$ cat config.mk
export PLATFORM = sky130hd
export DESIGN_NAME = saa1099_bus_arbiter
export DESIGN_NICKNAME = d
export VERILOG_FILES = /design/src/rtl/saa1099_ctl_pkg.sv /design/src/rtl/saa1099_wr_strobe.sv /design/src/rtl/saa1099_bus_arbiter.sv
export SDC_FILE = /design/constraint.sdc
export NUM_CORES = 1
export LEC_CHECK = 0
export ABC_AREA = 1
export CORE_ASPECT_RATIO = 1.5
export CORE_MARGIN = 8
export CORE_UTILIZATION = 40
export CTS_CLUSTER_SIZE = 28
export DETAILED_ROUTE_END_ITERATION = 7
export RECOVER_POWER = 25
export SLEW_MARGIN = 20
export SYNTH_ARGS = -nofsm -noshare
export SYNTH_HDL_FRONTEND = slang
export SYNTH_SLANG_ARGS = --single-unit
$ cat constraint.sdc
create_clock -name clk_sys -period 1.6 [get_ports clk_sys]
set_clock_uncertainty 0.1 [all_clocks]
set_input_delay 0.16 -clock clk_sys [delete_from_list [all_inputs] [get_ports clk_sys]]
set_output_delay 0.16 -clock clk_sys [all_outputs]
set_load 0.02 [all_outputs]
$ cat src/rtl/saa1099_ctl_pkg.sv
// rtl/saa1099_ctl_pkg.sv - shared types and register constants for the SAA1099 write-port arbiter
package saa1099_ctl_pkg;

    typedef enum logic [2:0] {
        IDLE,
        ADDR_LO,
        ADDR_HI,
        DATA_LO,
        DATA_HI
    } state_t;

    typedef struct packed {
        logic       a0;
        logic [7:0] data;
    } cpu_req_t;

    typedef struct packed {
        logic [4:0] reg_addr;
        logic [7:0] data;
    } stream_req_t;

    localparam logic [4:0] SAA_REG_ENV0   = 5'h18;
    localparam logic [4:0] SAA_REG_ENV1   = 5'h19;
    localparam logic [4:0] SAA_REG_SND_EN = 5'h1C;

endpackage

$ cat src/rtl/saa1099_wr_strobe.sv
// rtl/saa1099_wr_strobe.sv - low/high segment timer for one SAA1099 bus phase
module saa1099_wr_strobe #(
    parameter int WR_LOW  = 2,
    parameter int WR_HIGH = 2
) (
    input  logic i_clk,
    input  logic i_rst,
    input  logic i_start,
    output logic o_strobe,
    output logic o_done
);
    localparam int MAXC = (WR_LOW > WR_HIGH) ? WR_LOW : WR_HIGH;
    localparam int CW   = (MAXC > 1) ? $clog2(MAXC) : 1;
    localparam logic [CW-1:0] LO_LAST = CW'(WR_LOW - 1);
    localparam logic [CW-1:0] HI_LAST = CW'(WR_HIGH - 1);

    logic [CW-1:0] r_cnt;
    logic          r_busy;
    logic          r_lo;

    always_ff @(posedge i_clk) begin
        if (i_rst) begin
            r_cnt  <= '0;
            r_busy <= 1'b0;
            r_lo   <= 1'b0;
        end else if (i_start) begin
            r_cnt  <= '0;
            r_busy <= 1'b1;
            r_lo   <= 1'b1;
        end else if (r_busy) begin
            if (r_lo) begin
                if (r_cnt == LO_LAST) begin
                    r_lo  <= 1'b0;
                    r_cnt <= '0;
                end else begin
                    r_cnt <= r_cnt + 1'b1;
                end
            end else if (r_cnt == HI_LAST) begin
                r_busy <= 1'b0;
                r_cnt  <= '0;
            end else begin
                r_cnt <= r_cnt + 1'b1;
            end
        end
    end

    // done marks the last cycle of whichever segment is running; strobe says which one
    assign o_strobe = r_busy & r_lo;
    assign o_done   = r_busy & (r_lo ? (r_cnt == LO_LAST) : (r_cnt == HI_LAST));

endmodule

$ cat src/rtl/saa1099_bus_arbiter.sv
// rtl/saa1099_bus_arbiter.sv - serialises CPU and register-stream writes onto the SAA1099 bus
module saa1099_bus_arbiter #(
    parameter int WR_LOW  = 2,
    parameter int WR_HIGH = 2
) (
    input  logic       clk_sys,
    input  logic       rst,
    input  logic       cpu_wr,
    input  logic       cpu_a0,
    input  logic [7:0] cpu_din,
    output logic       cpu_busy,
    output logic       cpu_ovf,
    input  logic       fifo_valid,
    input  logic [4:0] fifo_reg,
    input  logic [7:0] fifo_data,
    output logic       fifo_ready,
    output logic       saa_cs_n,
    output logic       saa_wr_n,
    output logic       saa_a0,
    output logic [7:0] saa_din,
    output logic       active
);
    import saa1099_ctl_pkg::*;

    state_t      r_state;
    cpu_req_t    r_slot;
    logic        r_slot_full;
    logic        r_ovf;
    logic [4:0]  r_cpu_addr;
    logic [4:0]  r_chip_addr;
    logic        r_chip_ok;
    logic        r_last_cpu;
    logic [4:0]  r_txn_addr;
    logic [7:0]  r_txn_data;
    logic        r_txn_has_data;
    logic        r_fifo_ready;
    logic        r_cs_n;
    logic        r_wr_n;
    logic        r_a0;
    logic [7:0]  r_din;
    logic        r_active;

    state_t      w_next;
    stream_req_t w_stream;
    logic        w_idle;
    logic        w_grant_fifo;
    logic        w_grant_cpu;
    logic [7:0]  w_g_addr;
    logic [7:0]  w_g_data;
    logic        w_g_has_data;
    logic        w_g_need_addr;
    logic        w_start;
    logic        w_strobe;
    logic        w_seg_done;
    logic        w_lo_end;
    logic        w_hi_end;
    logic        w_cpu_accept;
    logic        w_slot_full_next;
    logic        w_last_cpu_next;

    saa1099_wr_strobe #(
        .WR_LOW  (WR_LOW),
        .WR_HIGH (WR_HIGH)
    ) u_strobe (
        .i_clk    (clk_sys),
        .i_rst    (rst),
        .i_start  (w_start),
        .o_strobe (w_strobe),
        .o_done   (w_seg_done)
    );

    assign w_stream     = '{reg_addr: fifo_reg, data: fifo_data};
    assign w_idle       = (r_state == IDLE);
    assign w_lo_end     = w_seg_done & w_strobe;
    assign w_hi_end     = w_seg_done & ~w_strobe;
    // registered fifo_ready already encodes the round-robin choice
    assign w_grant_fifo = w_idle & r_fifo_ready & fifo_valid;
    assign w_grant_cpu  = w_idle & r_slot_full & ~w_grant_fifo;

    assign w_cpu_accept     = cpu_wr & (~r_slot_full | w_grant_cpu);
    assign w_slot_full_next = w_cpu_accept | (r_slot_full & ~w_grant_cpu);
    assign w_last_cpu_next  = w_grant_cpu | (r_last_cpu & ~w_grant_fifo);

    always_comb begin
        w_g_addr     = {3'b000, r_cpu_addr};
        w_g_data     = r_slot.data;
        w_g_has_data = 1'b1;
        if (w_grant_fifo) begin
            w_g_addr = {3'b000, w_stream.reg_addr};
            w_g_data = w_stream.data;
        end else if (r_slot.a0) begin
            w_g_addr     = r_slot.data;
            w_g_has_data = 1'b0;
        end
        w_g_need_addr = ~w_g_has_data | ~r_chip_ok | (r_chip_addr != w_g_addr[4:0]);
    end

    always_comb begin
        w_next  = r_state;
        w_start = 1'b0;
        case (r_state)
            IDLE: begin
                if (w_grant_fifo | w_grant_cpu) begin
                    w_next  = w_g_need_addr ? ADDR_LO : DATA_LO;
                    w_start = 1'b1;
                end
            end
            ADDR_LO: if (w_lo_end) w_next = ADDR_HI;
            ADDR_HI: begin
                if (w_hi_end) begin
                    w_next  = r_txn_has_data ? DATA_LO : IDLE;
                    w_start = r_txn_has_data;
                end
            end
            DATA_LO: if (w_lo_end) w_next = DATA_HI;
            DATA_HI: if (w_hi_end) w_next = IDLE;
            default: w_next = IDLE;
        endcase
    end

    always_ff @(posedge clk_sys) begin
        if (rst) r_state <= IDLE;
        else     r_state <= w_next;
    end

    always_ff @(posedge clk_sys) begin
        if (rst) begin
            r_slot         <= '0;
            r_slot_full    <= 1'b0;
            r_ovf          <= 1'b0;
            r_cpu_addr     <= '0;
            r_chip_addr    <= '0;
            r_chip_ok      <= 1'b0;
            r_last_cpu     <= 1'b0;
            r_txn_addr     <= '0;
            r_txn_data     <= '0;
            r_txn_has_data <= 1'b0;
            r_fifo_ready   <= 1'b0;
            r_cs_n         <= 1'b1;
            r_wr_n         <= 1'b1;
            r_a0           <= 1'b0;
            r_din          <= '0;
            r_active       <= 1'b0;
        end else begin
            r_slot_full <= w_slot_full_next;
            r_last_cpu  <= w_last_cpu_next;
            if (w_cpu_accept) begin
                r_slot <= '{a0: cpu_a0, data: cpu_din};
                if (cpu_a0) r_cpu_addr <= cpu_din[4:0];
            end
            if (cpu_wr & ~w_cpu_accept) r_ovf <= 1'b1;
            if (w_grant_fifo | w_grant_cpu) begin
                r_txn_addr     <= w_g_addr[4:0];
                r_txn_data     <= w_g_data;
                r_txn_has_data <= w_g_has_data;
            end
            if ((r_state == ADDR_HI) && w_hi_end) begin
                r_chip_addr <= r_txn_addr;
                r_chip_ok   <= 1'b1;
            end
            r_fifo_ready <= (w_next == IDLE) & (~w_slot_full_next | w_last_cpu_next);
            r_active     <= (w_next != IDLE);
            r_wr_n       <= ~((w_next == ADDR_LO) | (w_next == DATA_LO));
            r_cs_n       <= ~((w_next == ADDR_LO) | (w_next == DATA_LO));
            // a0/din are loaded once per phase so they stay put across LO and HI
            if (w_start) begin
                if (w_next == ADDR_LO) begin
                    r_a0  <= 1'b1;
                    r_din <= w_g_addr;
                end else begin
                    r_a0  <= 1'b0;
                    r_din <= w_idle ? w_g_data : r_txn_data;
                end
            end
        end
    end

    assign cpu_busy   = r_slot_full;
    assign cpu_ovf    = r_ovf;
    assign fifo_ready = r_fifo_ready;
    assign saa_cs_n   = r_cs_n;
    assign saa_wr_n   = r_wr_n;
    assign saa_a0     = r_a0;
    assign saa_din    = r_din;
    assign active     = r_active;

endmodule

==> results of run 1 <==
==> area by class of cell <==
| cell class | instances | area [sq um] |
|---|---|---|
| inverter | 62 | 256 |
| timing repair buffer | 109 | 1040 |
| clock buffer | 7 | 108 |
| clock inverter | 1 | 5.00 |
| multi-input combinational | 259 | 1630 |
| sequential | 55 | 1110 |
| fill | 598 | 2510 |
| tap | 78 | 97.6 |
==> path summary, 6_finish.rpt <==
path | startpoint | end | depth (start not counted) | slack, ps
worst max register to register | r_state[0]$_SDFF_PP0_ | saa_din[5]$_SDFFE_PP0P_ | 14 | -310
worst min register to register | cpu_ovf$_SDFFE_PP0P_ | cpu_ovf$_SDFFE_PP0P_ | 1 | 380
worst min-delay path | cpu_din[7] | r_slot[7]$_SDFFE_PP0P_ | 3 | 310
worst max-delay path | r_state[0]$_SDFF_PP0_ | saa_din[5]$_SDFFE_PP0P_ | 14 | -310
==> per-stage QoR <==
stage	hold WS [ps]	utilization
6_report	308	0.628
5_1_grt	330	0.628
2_1_floorplan	129	-
4_1_cts	310	0.580
3_5_place_dp	358	0.536
3_3_place_gp	352	0.536
==> what timing repair did <==
action                                 in CTS  in global routing
pin swaps                                  10                 14
buffers inserted                            7                 10
resized for setup                          31                 83
endpoints found under the hold margin       0                  0
setup endpoints to repair                  44                 51
gates cloned                                3                  2
==> logic make-up (layout without fill, tap and decap cells) <==
| kind of cell | Yosys count | count (layout) |
|---|---|---|
| compound gates | 92 | 92 |
| buf+inv | 76 | 179 |
| flops | 55 | 55 |
| mux | 5 | 5 |
| simple gates | 159 | 162 |
==> power breakdown <==
| part | switching [mW] | internal [mW] |
|---|---|---|
| sequential | 0.0752 | 1.49 |
| combinational | 0.639 | 0.575 |
| clock | 0.473 | 0.445 |
| total | 1.19 | 2.51 |
==> state kept, by name, summed over array words and instances, names as in the netlist <==
| signal | count |
|---|---|
| cpu_busy | 1 |
| active | 1 |
| r_txn_addr | 5 |
| r_slot | 9 |
| cpu_ovf | 1 |
| fifo_ready | 1 |
| saa_wr_n | 1 |
| u_strobe.r_cnt | 1 |
| r_chip_ok | 1 |
| r_chip_addr | 5 |
| r_state | 3 |
| r_txn_data | 8 |
| r_cpu_addr | 5 |
| u_strobe.r_busy | 1 |
| saa_a0 | 1 |
| u_strobe.r_lo | 1 |
| r_last_cpu | 1 |
| r_txn_has_data | 1 |
| saa_din | 8 |
==> placed cells by master, fill, tap and decap left out, drive strengths merged <==
cell type / n
a21oi: 30
a31oi: 6
buf: 67
clkbuf: 9
clkdlybuf4s50: 39
clkinv: 3
dfxtp: 55
dlygate4sd2: 1
inv: 60
mux2i: 5
nand2: 89
nand3: 27
nand4: 14
nor2: 28
nor3: 2
nor4: 2
o21a: 1
o21ai: 55
==> routing by layer <==
| metal | wire [um] | share of wire | GRT usage |
|---|---|---|---|
| met1 | 3210 | 0.41 | 0.163 |
| met2 | 4160 | 0.53 | 0.267 |
| met3 | 288 | 0.037 | 0.0367 |
| met4 | 216 | 0.027 | 0.0662 |
| met5 | 0 | 0 | 0 |
==> worst max-delay path, delay by kind of cell (launching register included) <==
kind          cells  cell delay (ps)
buf+inv           2              180
flops             1              340
simple gates     12             1220
==> results.toml, run 1 <==
[floorplan]
die_h_um = 118
ios = 41
coreArea_sq_um = 6760
die_area_sq_um = 9860
die_width_um = 83.8
initial_utilization = 0.408
rows = 37

[setup_path]
cp-end-kind = "flip-flop"
cp_slowest_cell = "dfxtp_2"
critPathLaunchType = "flip-flop"
crit_required_ps = 1780
crit_top_cell = "nand2_1"
crit_type = "reg -> reg"
crit_chain = "nor2_4 > buf_6 > nand2_8 > nor2_8 > nand2_1 > nand3_1 > nand2_2 > nor2_4 > nand3_4 > nand3_4 > nand2_1 > nand3_1 > nand2_1 > inv_1"
critPathMaxStageDelay_ps = 340
crit_path_max_fanout = 5
critPathArrivalTime_ps = 2090

[yosys]
synth-compound-area-share = 0.172
synth_fp_nets = 413
ys_types = 31
synth_edf_count = 0
muxShareOfSynthArea = 0.0181
synth_common_cells = "nand2_1 (81), inv_1 (56), dfxtp_1 (55)"
synth-xor-area-share = 0
async_reset_ff_frac = 0
yosysSeqAreaShare = 0.399
syn_area_per_cell_sq_um = 7.13
synth_ff_type = "dfxtp_1"
netlist.area_leader.share = 0.399
synth_most_common_cell = "nand2_1"
yosysWarnings = 0
syn_area_sq_um = 2760
synth-simple-area-share = 0.299
synthAdderAreaFrac = 0
synthTopCellsByArea = "dfxtp_1 (40%), nand2_1 (11%), o21ai_0 (9.6%)"
synth-seq-cells = 55
synth_top_family_by_area = "simple AND/OR/NAND/NOR gates"
syn_inst = 387
synth.largest_area_cell = "dfxtp_1"

[route]
viasPerCell = 5.06
drt_iter0_drc = 133
wl_um = 7870
vias = 2888
drc = 0
wl_per_cell_um = 13.8
antenna_left = 0
first_pass_iters = 4

[pwr]
power.leakage_nw = 1.93
p_total_mw = 3.70
peakVddDrop_v = 0.000603
powerDensity_nw_per_um2 = 872

[cts]
cts_made_buffers = 5
cts-hold-fix-buffers = 0
tritoncts = "done"
path_clk_slew_ps = 100
htreeDepth = 2
worstSkewPairLatency_ps = 320
clockBufferDepth = 2
cts-root-buf = "clkbuf_8"
cts.sinks = 55

[hold_path]
hold_class = "in -> reg"

[cells_and_area]
layout.nets = 518
drive_gt1_frac = 0.343
stdcell_area_sq_um = 4250
n_antenna_cell = 0
syn2layout_area_growth_pct = 53.9
fin_cells = 571

[status]
violations = "negative setup slack"
outcome = "finished, violations left"

[global_route]
antenna_found_initial = 0
grt_pass1_wl_um = 12600
grt_max_degree = 40
first_global_vias = 2831
overflow = 0
grtUsageTotal = 0.151

[sta]
period_share = 1.19
layout_setup_ws_ps = -311
fmax_ghz = 0.523
finalHoldViolCount = 0
tightest_slew_ps = 362
setup_violations = 46
period_needed_ps = 1910
rsz0062_at_grt = "true"
slew_violations = 0
relSlewSlack = 0.756
tns_ps = -8440

[placed_design]
dp_cells = 542
dpl_worst_slack_ps = -541
placed_area_sq_um = 3620
hpwl_um = 5260
io_buffers = 40
place.gp.congestion = 0.865

[run]
cap_violations = 0
Note: power is estimated with default switching activity, not from simulation.
==> run 2: changes to the inputs <==
--- a/config.mk
+++ b/config.mk
@@ -11,6 +11,7 @@
 export CORE_UTILIZATION = 40
 export CTS_CLUSTER_SIZE = 28
 export DETAILED_ROUTE_END_ITERATION = 7
+export PLACE_DENSITY = 0.6
 export RECOVER_POWER = 25
 export SLEW_MARGIN = 20
 export SYNTH_ARGS = -nofsm -noshare
==> results of run 2 <==
The final DEF is identical to that of run 1; final timing and power are the same.
